[src/rtl/mw_timer_pkg.sv]
`default_nettype none
// +-----------------------------------------------------------------------+
// | Module      : mw_timer_pkg                                            |
// | Description : Shared types and constants for the countdown timer:     |
// |               state encodings, command encodings, seconds limit and   |
// |               a binary-to-BCD helper for values 0..99.                |
// | Revision    : 1.0  initial release                                    |
// +-----------------------------------------------------------------------+
package mw_timer_pkg;

   // Externally visible timer state (driven straight onto the state port)
   typedef enum logic [1:0] {
      IDLE  = 2'd0,
      RUN   = 2'd1,
      PAUSE = 2'd2
   } state_e;

   // The single command that survives priority resolution in a cycle
   typedef enum logic [2:0] {
      CMD_NONE  = 3'd0,
      CMD_START = 3'd1,
      CMD_ADD   = 3'd2,
      CMD_PAUSE = 3'd3,
      CMD_STOP  = 3'd4
   } cmd_e;

   // Largest legal seconds value
   localparam logic [5:0] SEC_MAX = 6'd59;

   // Binary 0..99 to {tens, units} BCD
   function automatic logic [7:0] to_bcd(input logic [6:0] v);
      logic [3:0] tens;
      logic [3:0] units;
      tens  = 4'(v / 7'd10);
      units = 4'(v % 7'd10);
      return {tens, units};
   endfunction

endpackage
`default_nettype wire

[src/rtl/tick_gen.sv]
`default_nettype none
// +-----------------------------------------------------------------------+
// | Module      : tick_gen                                                |
// | Description : Seconds divider. Counts 0..TICK_DIV-1 while enabled and |
// |               emits a one-cycle enable pulse on the last count. Holds |
// |               its value while disabled; clr forces it back to zero.   |
// | Revision    : 1.0  initial release                                    |
// +-----------------------------------------------------------------------+
module tick_gen #(
   parameter int TICK_DIV = 100_000_000
) (
   input  logic clock,
   input  logic reset,
   input  logic en,
   input  logic clr,
   output logic tick
);

   localparam int                c_cnt_w = (TICK_DIV > 1) ? $clog2(TICK_DIV) : 1;
   localparam logic [c_cnt_w-1:0] c_last  = c_cnt_w'(TICK_DIV - 1);
   localparam logic [c_cnt_w-1:0] c_one   = c_cnt_w'(1);

   logic [c_cnt_w-1:0] cnt_q;
   logic [c_cnt_w-1:0] cnt_d;
   logic               at_last;

   assign at_last = (cnt_q == c_last);
   assign tick    = en && !clr && at_last;

   // Next divider value: clear wins, otherwise wrap-increment only when enabled
   always_comb begin
      cnt_d = cnt_q;
      if (clr) begin
         cnt_d = '0;
      end else if (en) begin
         cnt_d = at_last ? '0 : (cnt_q + c_one);
      end
   end

   // Divider register
   always_ff @(posedge clock or posedge reset) begin
      if (reset) begin
         cnt_q <= '0;
      end else begin
         cnt_q <= cnt_d;
      end
   end

endmodule
`default_nettype wire

[src/rtl/mw_timer_param.sv]
`default_nettype none
// +-----------------------------------------------------------------------+
// | Module      : mw_timer_param                                          |
// | Description : Minutes/seconds countdown timer with start, stop,       |
// |               pause-toggle and add-time commands, clamped preset      |
// |               loading, saturating add and registered BCD display.     |
// | Revision    : 1.0  initial release                                    |
// +-----------------------------------------------------------------------+
module mw_timer_param #(
   parameter int TICK_DIV = 100_000_000,
   parameter int MAX_MIN  = 99,
   parameter int ADD_SEC  = 30
) (
   input  logic       clock,
   input  logic       reset,
   input  logic       start,
   input  logic       stop,
   input  logic       pause,
   input  logic       add,
   input  logic [6:0] min_in,
   input  logic [6:0] sec_in,
   output logic [7:0] min_bcd,
   output logic [7:0] sec_bcd,
   output logic [1:0] state,
   output logic       done
);

   import mw_timer_pkg::*;

   // Elaboration-time parameter legality checks
   generate
      if (MAX_MIN < 1 || MAX_MIN > 99) begin : g_bad_max_min
         $error("mw_timer_param: MAX_MIN must be in 1..99");
      end
      if (TICK_DIV < 2) begin : g_bad_tick_div
         $error("mw_timer_param: TICK_DIV must be 2 or more");
      end
      if (ADD_SEC < 1 || ADD_SEC > 59) begin : g_bad_add_sec
         $error("mw_timer_param: ADD_SEC must be in 1..59");
      end
   endgenerate

   localparam logic [6:0] c_max_min = 7'(MAX_MIN);
   localparam logic [5:0] c_add_sec = 6'(ADD_SEC);

   state_e     state_q, state_d;
   logic [6:0] min_q, min_d;
   logic [5:0] sec_q, sec_d;
   logic       done_q, done_d;
   logic [7:0] min_bcd_q, min_bcd_d;
   logic [7:0] sec_bcd_q, sec_bcd_d;

   cmd_e       cmd;
   logic [6:0] min_clamp;
   logic [5:0] sec_clamp;
   logic [6:0] sec_sum;
   logic [6:0] add_min;
   logic [5:0] add_sec;
   logic [6:0] dec_min;
   logic [5:0] dec_sec;
   logic       dec_zero;
   logic       tick;
   logic       div_en;
   logic       div_clr;

   // Clamp the preset inputs to the legal display range
   always_comb begin
      min_clamp = (min_in > c_max_min) ? c_max_min : min_in;
      sec_clamp = (sec_in > {1'b0, SEC_MAX}) ? SEC_MAX : sec_in[5:0];
   end

   // Resolve simultaneous commands: stop > pause > add > start
   always_comb begin
      cmd = CMD_NONE;
      if (stop) begin
         cmd = CMD_STOP;
      end else if (pause) begin
         cmd = CMD_PAUSE;
      end else if (add) begin
         cmd = CMD_ADD;
      end else if (start) begin
         cmd = CMD_START;
      end
   end

   // Count + ADD_SEC with carry into minutes, saturating at MAX_MIN:59
   always_comb begin
      sec_sum = {1'b0, sec_q} + {1'b0, c_add_sec};
      add_min = min_q;
      add_sec = sec_sum[5:0];
      if (sec_sum > {1'b0, SEC_MAX}) begin
         add_sec = 6'(sec_sum - 7'd60);
         add_min = min_q + 7'd1;
      end
      if (add_min > c_max_min) begin
         add_min = c_max_min;
         add_sec = SEC_MAX;
      end
   end

   // Count - 1 second with borrow from minutes; flag arrival at 0:00
   always_comb begin
      dec_min = min_q;
      dec_sec = sec_q - 6'd1;
      if (sec_q == 6'd0) begin
         dec_min = min_q - 7'd1;
         dec_sec = SEC_MAX;
      end
      dec_zero = (dec_min == 7'd0) && (dec_sec == 6'd0);
   end

   // The divider only advances while the timer stays in RUN; a stop or
   // pause leaves it frozen where it was so a resumed run keeps its phase.
   assign div_en = (state_q == RUN) && (cmd != CMD_STOP) && (cmd != CMD_PAUSE);

   tick_gen #(
      .TICK_DIV (TICK_DIV)
   ) u_tick_gen (
      .clock (clock),
      .reset (reset),
      .en    (div_en),
      .clr   (div_clr),
      .tick  (tick)
   );

   // Next state, next count and done pulse. A command that takes effect
   // pre-empts the tick; start in RUN has no effect, so the tick proceeds.
   always_comb begin
      state_d = state_q;
      min_d   = min_q;
      sec_d   = sec_q;
      done_d  = 1'b0;
      div_clr = 1'b0;
      case (state_q)
         IDLE: begin
            min_d = min_clamp;
            sec_d = sec_clamp;
            if (cmd == CMD_START) begin
               state_d = RUN;
               div_clr = 1'b1;
               if ((min_clamp == 7'd0) && (sec_clamp == 6'd0)) begin
                  min_d = 7'd0;
                  sec_d = c_add_sec;
               end
            end
         end
         RUN: begin
            case (cmd)
               CMD_STOP:  state_d = IDLE;
               CMD_PAUSE: state_d = PAUSE;
               CMD_ADD: begin
                  min_d = add_min;
                  sec_d = add_sec;
               end
               default: begin
                  if (tick) begin
                     min_d = dec_min;
                     sec_d = dec_sec;
                     if (dec_zero) begin
                        state_d = IDLE;
                        done_d  = 1'b1;
                     end
                  end
               end
            endcase
         end
         PAUSE: begin
            case (cmd)
               CMD_STOP:  state_d = IDLE;
               CMD_PAUSE: state_d = RUN;
               CMD_START: state_d = RUN;
               CMD_ADD: begin
                  min_d = add_min;
                  sec_d = add_sec;
               end
               default: ;
            endcase
         end
         default: state_d = IDLE;
      endcase
   end

   // Display registers track the count one cycle behind
   always_comb begin
      min_bcd_d = to_bcd(min_q);
      sec_bcd_d = to_bcd({1'b0, sec_q});
   end

   // State, count, done and display registers
   always_ff @(posedge clock or posedge reset) begin
      if (reset) begin
         state_q   <= IDLE;
         min_q     <= 7'd0;
         sec_q     <= 6'd0;
         done_q    <= 1'b0;
         min_bcd_q <= 8'h00;
         sec_bcd_q <= 8'h00;
      end else begin
         state_q   <= state_d;
         min_q     <= min_d;
         sec_q     <= sec_d;
         done_q    <= done_d;
         min_bcd_q <= min_bcd_d;
         sec_bcd_q <= sec_bcd_d;
      end
   end

   assign state   = state_q;
   assign done    = done_q;
   assign min_bcd = min_bcd_q;
   assign sec_bcd = sec_bcd_q;

endmodule
`default_nettype wire

[config.mk]
export PLATFORM = sky130hd
export DESIGN_NAME = mw_timer_param
export DESIGN_NICKNAME = d
export VERILOG_FILES = /design/src/rtl/mw_timer_pkg.sv /design/src/rtl/tick_gen.sv /design/src/rtl/mw_timer_param.sv
export SDC_FILE = /design/constraint.sdc
export NUM_CORES = 1
export LEC_CHECK = 0
export CAP_MARGIN = 20
export CORE_ASPECT_RATIO = 1.4
export CORE_MARGIN = 4
export CORE_UTILIZATION = 40
export CTS_CLUSTER_SIZE = 28
export DETAILED_ROUTE_END_ITERATION = 7
export PLACE_DENSITY = 0.69
export SLEW_MARGIN = 5
export SYNTH_ARGS = -nofsm -noshare
export SYNTH_HDL_FRONTEND = slang
export SYNTH_SLANG_ARGS = --single-unit
export TNS_END_PERCENT = 10
[constraint.sdc]
create_clock -name clock -period 9.1 [get_ports clock]
set_input_delay 1.82 -clock clock [delete_from_list [all_inputs] [get_ports clock]]
set_output_delay 1.82 -clock clock [all_outputs]
set_load 0.01 [all_outputs]
# [Word-level counts from Yosys, hierarchy flattened]
# Cells that the tools add are included.
[op_classes] magnitude_cmp=4 div_mod_pow=4 n_reduce_logical=20 muxes=39 n_eq_ne=17 add_sub_neg=6
[ops] op="2-to-1 mux 27 bit" n=3
[ops] op="2-to-1 mux 7 bit" n=8
[ops] op="2-to-1 mux 6 bit" n=8
[ops] op="adder 27 x 1 -> 27 bit (second input constant)" n=1
[ops] op="equality test 27 bit (second input constant)" n=1
[ops] op="case mux 7 bit (3 select lines)" n=1
[ops] op="zero test 6 bit" n=3
[ops] op="case mux 6 bit (3 select lines)" n=1
[ops] op="greater-than comparator 7 x 6 -> 1 bit (second input constant)" n=2
[ops] op="greater-than comparator 7 bit (second input constant)" n=2
[ops] op="zero test 7 bit" n=2
[ops] op="case mux 7 bit (2 select lines)" n=1
[ops] op="case mux 2 bit (3 select lines)" n=2
[ops] op="case mux 6 bit (2 select lines)" n=1
[ops] op="2-to-1 mux 2 bit" n=5
[ops] op="!= test 3 x 2 -> 1 bit (second input constant)" n=3
[ops] op="!= test 2 bit (second input constant)" n=4
[ops] op="!= test 4 x 2 -> 1 bit (second input constant)" n=2
[ops] op="adder 6 x 5 -> 7 bit (second input constant)" n=1
[ops] op="adder 7 x 1 -> 7 bit (second input constant)" n=1
[ops] op="divider 6 x 4 -> 7 bit (second input constant)" n=1
[ops] op="divider 7 x 4 -> 7 bit (second input constant)" n=1
[ops] op="remainder unit 6 x 4 -> 7 bit (second input constant)" n=1
[ops] op="remainder unit 7 x 4 -> 7 bit (second input constant)" n=1
[ops] op="other kinds (21)" n=34
[totals] inputBits=20 ff_bits=59 output_inout_bits=19

# [Longest topological paths before layout]
[depth] word_depth=13 mapped_depth=13

# [Modules after synthesis]
# From an unflattened synthesis, not the netlist that was laid out.
[hier_totals] cells_unflattened=580 area_unflattened_um2=4797.1
[modules_own_cells] mod="mw_timer_param" area_each_um2=3093.0 n_inst=1 cells_each=383
[modules_own_cells] mod="tick_gen" area_each_um2=1704.1 n_inst=1 cells_each=197

# [Worst setup path after synthesis]
# No wires, ideal clock.
[synth_path] path_type="input port to flip-flop" startpoint="input port stop" endpoint="register state_q[0] (netlist: state[0])" path_stages=7 setup_time_ps=69 required_ps=9031 n_path_buf=0 arrival_ps=3577 path_slack_ps=5454 cell_sequence="nor3b_2 o21ai_1 and4b_4 nand4_1 or4_4 a2111o_1 nand3_1"
[synth_via] elab_chain_cells=9 word_cells_on_any_way=24
[synth_lines] element="from (decl)" line_no="mw_timer_param.sv:17" source="input logic stop,"
[synth_lines] element="2-to-1 mux 3 bit *" line_no="mw_timer_param.sv:75" source="if (stop) begin"
[synth_lines] element="equality test 3 x 1 -> 1 bit" line_no="mw_timer_param.sv:138, mw_timer_param.sv:168"
[synth_lines] element="2-to-1 mux 1 bit" line_no="mw_timer_param.sv:138" source="if (cmd == CMD_START) begin"
[synth_lines] element="2-to-1 mux 1 bit" line_no="mw_timer_param.sv:134" source="case (state_q)"
[synth_lines] element="zero test 1 bit" line_no="tick_gen.sv:28" source="assign tick = en && !clr && at_last;"
[synth_lines] element="logical AND 1 bit (2 in series)" line_no="tick_gen.sv:28"
[synth_lines] element="!= test 4 x 2 -> 1 bit (no line)"
[synth_lines] element="AND reduction 5 bit (no line)"
[synth_lines] element="to (signal assigned)" line_no="mw_timer_param.sv:199" source="state_q <= state_d;"
[synth_lines] element="to (decl)" line_no="mw_timer_param.sv:46" source="state_e state_q, state_d;"
# Mark *: on every way between the ends. The rest lies on a longest branch, timed or not. The select of a mux whose other input is x is not followed.
# A chain may end at the register's enable or synchronous reset.

# [Worst setup path in the final report]
[layout_path] startpoint="input port add" endpoint="register min_q[6]"
[layout_via] elab_chain_cells=11 word_cells_on_any_way=24
[layout_lines] element="from (decl)" line_no="mw_timer_param.sv:19" source="input logic add,"
[layout_lines] element="2-to-1 mux 2 bit *" line_no="mw_timer_param.sv:79" source="end else if (add) begin"
[layout_lines] element="2-to-1 mux 2 bit *" line_no="mw_timer_param.sv:77" source="end else if (pause) begin"
[layout_lines] element="2-to-1 mux 3 bit *" line_no="mw_timer_param.sv:75"
[layout_lines] element="equality test 3 x 1 -> 1 bit" line_no="mw_timer_param.sv:138"
[layout_lines] element="2-to-1 mux 1 bit" line_no="mw_timer_param.sv:138"
[layout_lines] element="2-to-1 mux 1 bit" line_no="mw_timer_param.sv:134"
[layout_lines] element="zero test 1 bit" line_no="tick_gen.sv:28"
[layout_lines] element="logical AND 1 bit (2 in series)" line_no="tick_gen.sv:28"
[layout_lines] element="!= test 3 x 2 -> 1 bit (no line)"
[layout_lines] element="AND reduction 4 bit (no line)"
[layout_lines] element="to (signal assigned)" line_no="mw_timer_param.sv:200" source="min_q <= min_d;"
[layout_lines] element="to (decl)" line_no="mw_timer_param.sv:47" source="logic [6:0] min_q, min_d;"
# Mark *: on every way between the ends. The rest lies on a longest branch, timed or not.

==> impl_metrics.toml <==
[pwr]
switching_power_mw = 0.964
irDropWorstVdd_v = 0.000223
p_int_mw = 1.07
leakagePower_nw = 2.13
swShare_pct = 47.5
combPwrFrac_pct = 57.1
power_frac_seq_pct = 24.5
total_power_mw = 2.03
clkPwrFrac_pct = 18.4
power_density_nw_per_um2 = 373

[critical_path]
critical_path.max_stage_delay_ps = 630
critPathCaptureType = "flop"
cp_slowest_cell = "or4b_1"
path_buf_inv = 1
crit_type = "input port to flop"
crit_path_max_fanout = 18
crit_required_ps = 9360
cpLargestDelayFamily = "simple AND/OR/NAND/NOR gates"
cp.depth = 8
critPathLaunchType = "input port"
r2r_cells = 11
crit_chain = "clkdlybuf4s50_1 > or4b_1 > o21ai_1 > and4b_4 > o21ai_2 > or3_1 > o21ai_0 > a21oi_1"
cp.arrival_ps = 4530

[cts]
cts_max_level = 3
cts_inserted_buffers = 9
cts-root-buf = "clkbuf_16"
cts_sinks = 58
cts_buffer_depth = 2
cts_tree = "yes"
cts_setup_buffers = 0
holdBufCountCts = 0
insertion_delay_ps = 340
path_clk_slew_ps = 60
cts-resized-gates = 0

[grt]
grt.overflow.total = 0
grt_pass1_vias = 4653
grt_max_degree = 59
grt_pass1_wl_mm = 22.4
antenna_found_initial = 0
grt_util_all_layers_pct = 20.4

[routing]
vias = 4693
drt_drc_violations_left = 0
drt-met1-wl_mm = 5.20
wl_met3_um = 758
vias_per_cell = 6.22
initialDrtViolationCount = 330
antenna_left = 0
firstDrtPassIters = 5
drt_wl_total_mm = 13.4
top_layer_used = "met4"
met2WireLength_mm = 6.78
drt-wirelength-per-cell_um = 17.7

[yosys]
ys_ff_latch = 58
ys_types = 76
synth_mux_area_share_pct = 1.06
synth_area_leaders = "dfrtp_1, o21ai_0, ha_1"
ys.flop_type = "dfrtp_1"
synth.avg_cell_area_um2 = 7.95
synth_area_um2 = 4710
syn_inst = 592
yosysTopAreaCell = "dfrtp_1"
synth-adder-area-share_pct = 5.58
synth_top_family_by_area = "compound AO/OA/AOI/OAI gates"
yosys_warnings = 0
synth-simple-area-share_pct = 25.0
synth_nets = 633
synth_edf_count = 0
yosysTopAreaCellShare_pct = 30.8
synth-seq-area-share_pct = 30.8
synth_compound_area_share_pct = 27.7
synthArstFlopShare_pct = 100
synth_commonest_cells = "dfrtp_1, nand2_1, o21ai_0"
synth-xor-area-share_pct = 4.46

[die]
core_area_um2 = 11500
die_area_um2 = 13600
fp-row-count = 46
die_x_um = 99.7
die_h_um = 136
io_pins = 39
start_util_pct = 41.1

[timing]
min_period_ps = 4270
tightest_slew_ps = 849
worst_slack_ps = 4830
drv_slew = 0
setup_viol = 0
rsz0062_at_grt = "false"
setup_tns_ps = 0
fmax_mhz = 234
hold_violations = 0
fin_crit_sh_pct = 46.9
slew_headroom_pct = 43.4
clock_skew_ps = 6.44

[final_layout]
regArea_um2 = 1450
antenna_cells = 0
multi_input_area_um2 = 3010
drive_above_1_share_pct = 6.55
syn2layout_area_growth_pct = 15.7
nets = 647
n_fill_cell = 1096

[job]
maxCapViolCount = 0

[worst_hold_path]
min_path_type = "flop to flop"
worstHoldPathCells = 1

[placement]
place_ws_ps = 4550
portBuffers = 37
dp_hpwl_mm = 9.59
place_congestion = 0.882

[status]
status = "completed"
per-stage QoR:
stage	cell area (µm²)	util [%]	hold slack [ps]	std cells
floorplan	4710	-	396	592
global placement	5120	44.7	485	739
detailed placement	5120	44.7	499	739
CTS	5450	47.6	512	755
global route	5450	47.6	517	755
finish	5450	47.6	511	755
sequential cells by signal (all words and copies together) (netlist names):
register / cells
min_q: 7
sec_q: 6
done: 1
state: 2
sec_bcd: 7
u_tick_gen.cnt_q: 27
min_bcd: 8
cell usage in the layout, fill, tap and decap left out, drive strengths merged, types with 5 or more instances in the layout:
master / instances
a211oi: 5
a21boi: 5
a21o: 7
a21oi: 33
a31oi: 10
and2: 9
clkbuf: 9
clkdlybuf4s50: 37
dfrtp: 58
ha: 21
inv: 25
mux2i: 5
nand2: 58
nand2b: 10
nand3: 23
nand4: 12
nor2: 46
nor2b: 9
nor3: 16
nor3b: 5
o211ai: 8
o21ai: 62
o311ai: 5
o31ai: 16
or3: 7
or4: 5
xnor2: 16
xor2: 8
per-layer routing:
metal | global-route usage [%] | vias to the layer above
li1 | - | 2209
met1 | 23.3 | 2255
met2 | 35.2 | 188
met3 | 3.03 | 41
met4 | 12.9 | 0
met5 | 0 | -
logic make-up after synthesis:
logic type | after synthesis
simple gates | 224
compound gates | 198
buf+inv | 61
flops | 58
xor+xnor | 24
fa+ha+maj | 21
mux | 5
other cells | 1
worst reg2reg max path, cell delays in order, from the launching register on:
cell	delay [ps]
dfrtp_1	510
inv_1	340
ha_1	390
xor2_1	290
ha_1	200
nand2_1	60
a31o_2	210
and2_1	210
or3_1	440
a21boi_2	380
o311ai_1	190
a22o_1	230
power groups by stage:
stage,clock network (mW),registers (mW),logic (mW)
2_1_floorplan,0,0.397,0.924
3_3_place_gp,0,0.493,1.11
3_5_place_dp,0,0.497,1.14
4_1_cts,0.379,0.493,1.15
5_1_grt,0.392,0.512,1.30
6_report,0.374,0.497,1.16
worst paths after layout:
kind	slack, ps	startpoint	to
hold / removal	510	u_tick_gen.cnt_q[7]	u_tick_gen.cnt_q[7]
min in group asynchronous	2020	reset	sec_bcd[4]
max in group asynchronous	6570	reset	min_bcd[4]
setup / recovery	4830	add	min_q[6]
hold reg to reg	510	u_tick_gen.cnt_q[7]	u_tick_gen.cnt_q[7]
setup reg to reg	5550	sec_q[1]	sec_q[2]
layout make-up:
| class | count | share of cell area (%) |
|---|---|---|
| Multi-Input combinational cell | 473 | 55.2 |
| Clock inverter | 7 | 1.86 |
| Timing Repair Buffer | 40 | 7.21 |
| Clock buffer | 9 | 4.13 |
| Sequential cell | 58 | 26.6 |
| Tap cell | 144 | 3.31 |
| Inverter | 24 | 1.65 |
Power figures use the tool's default switching activity.
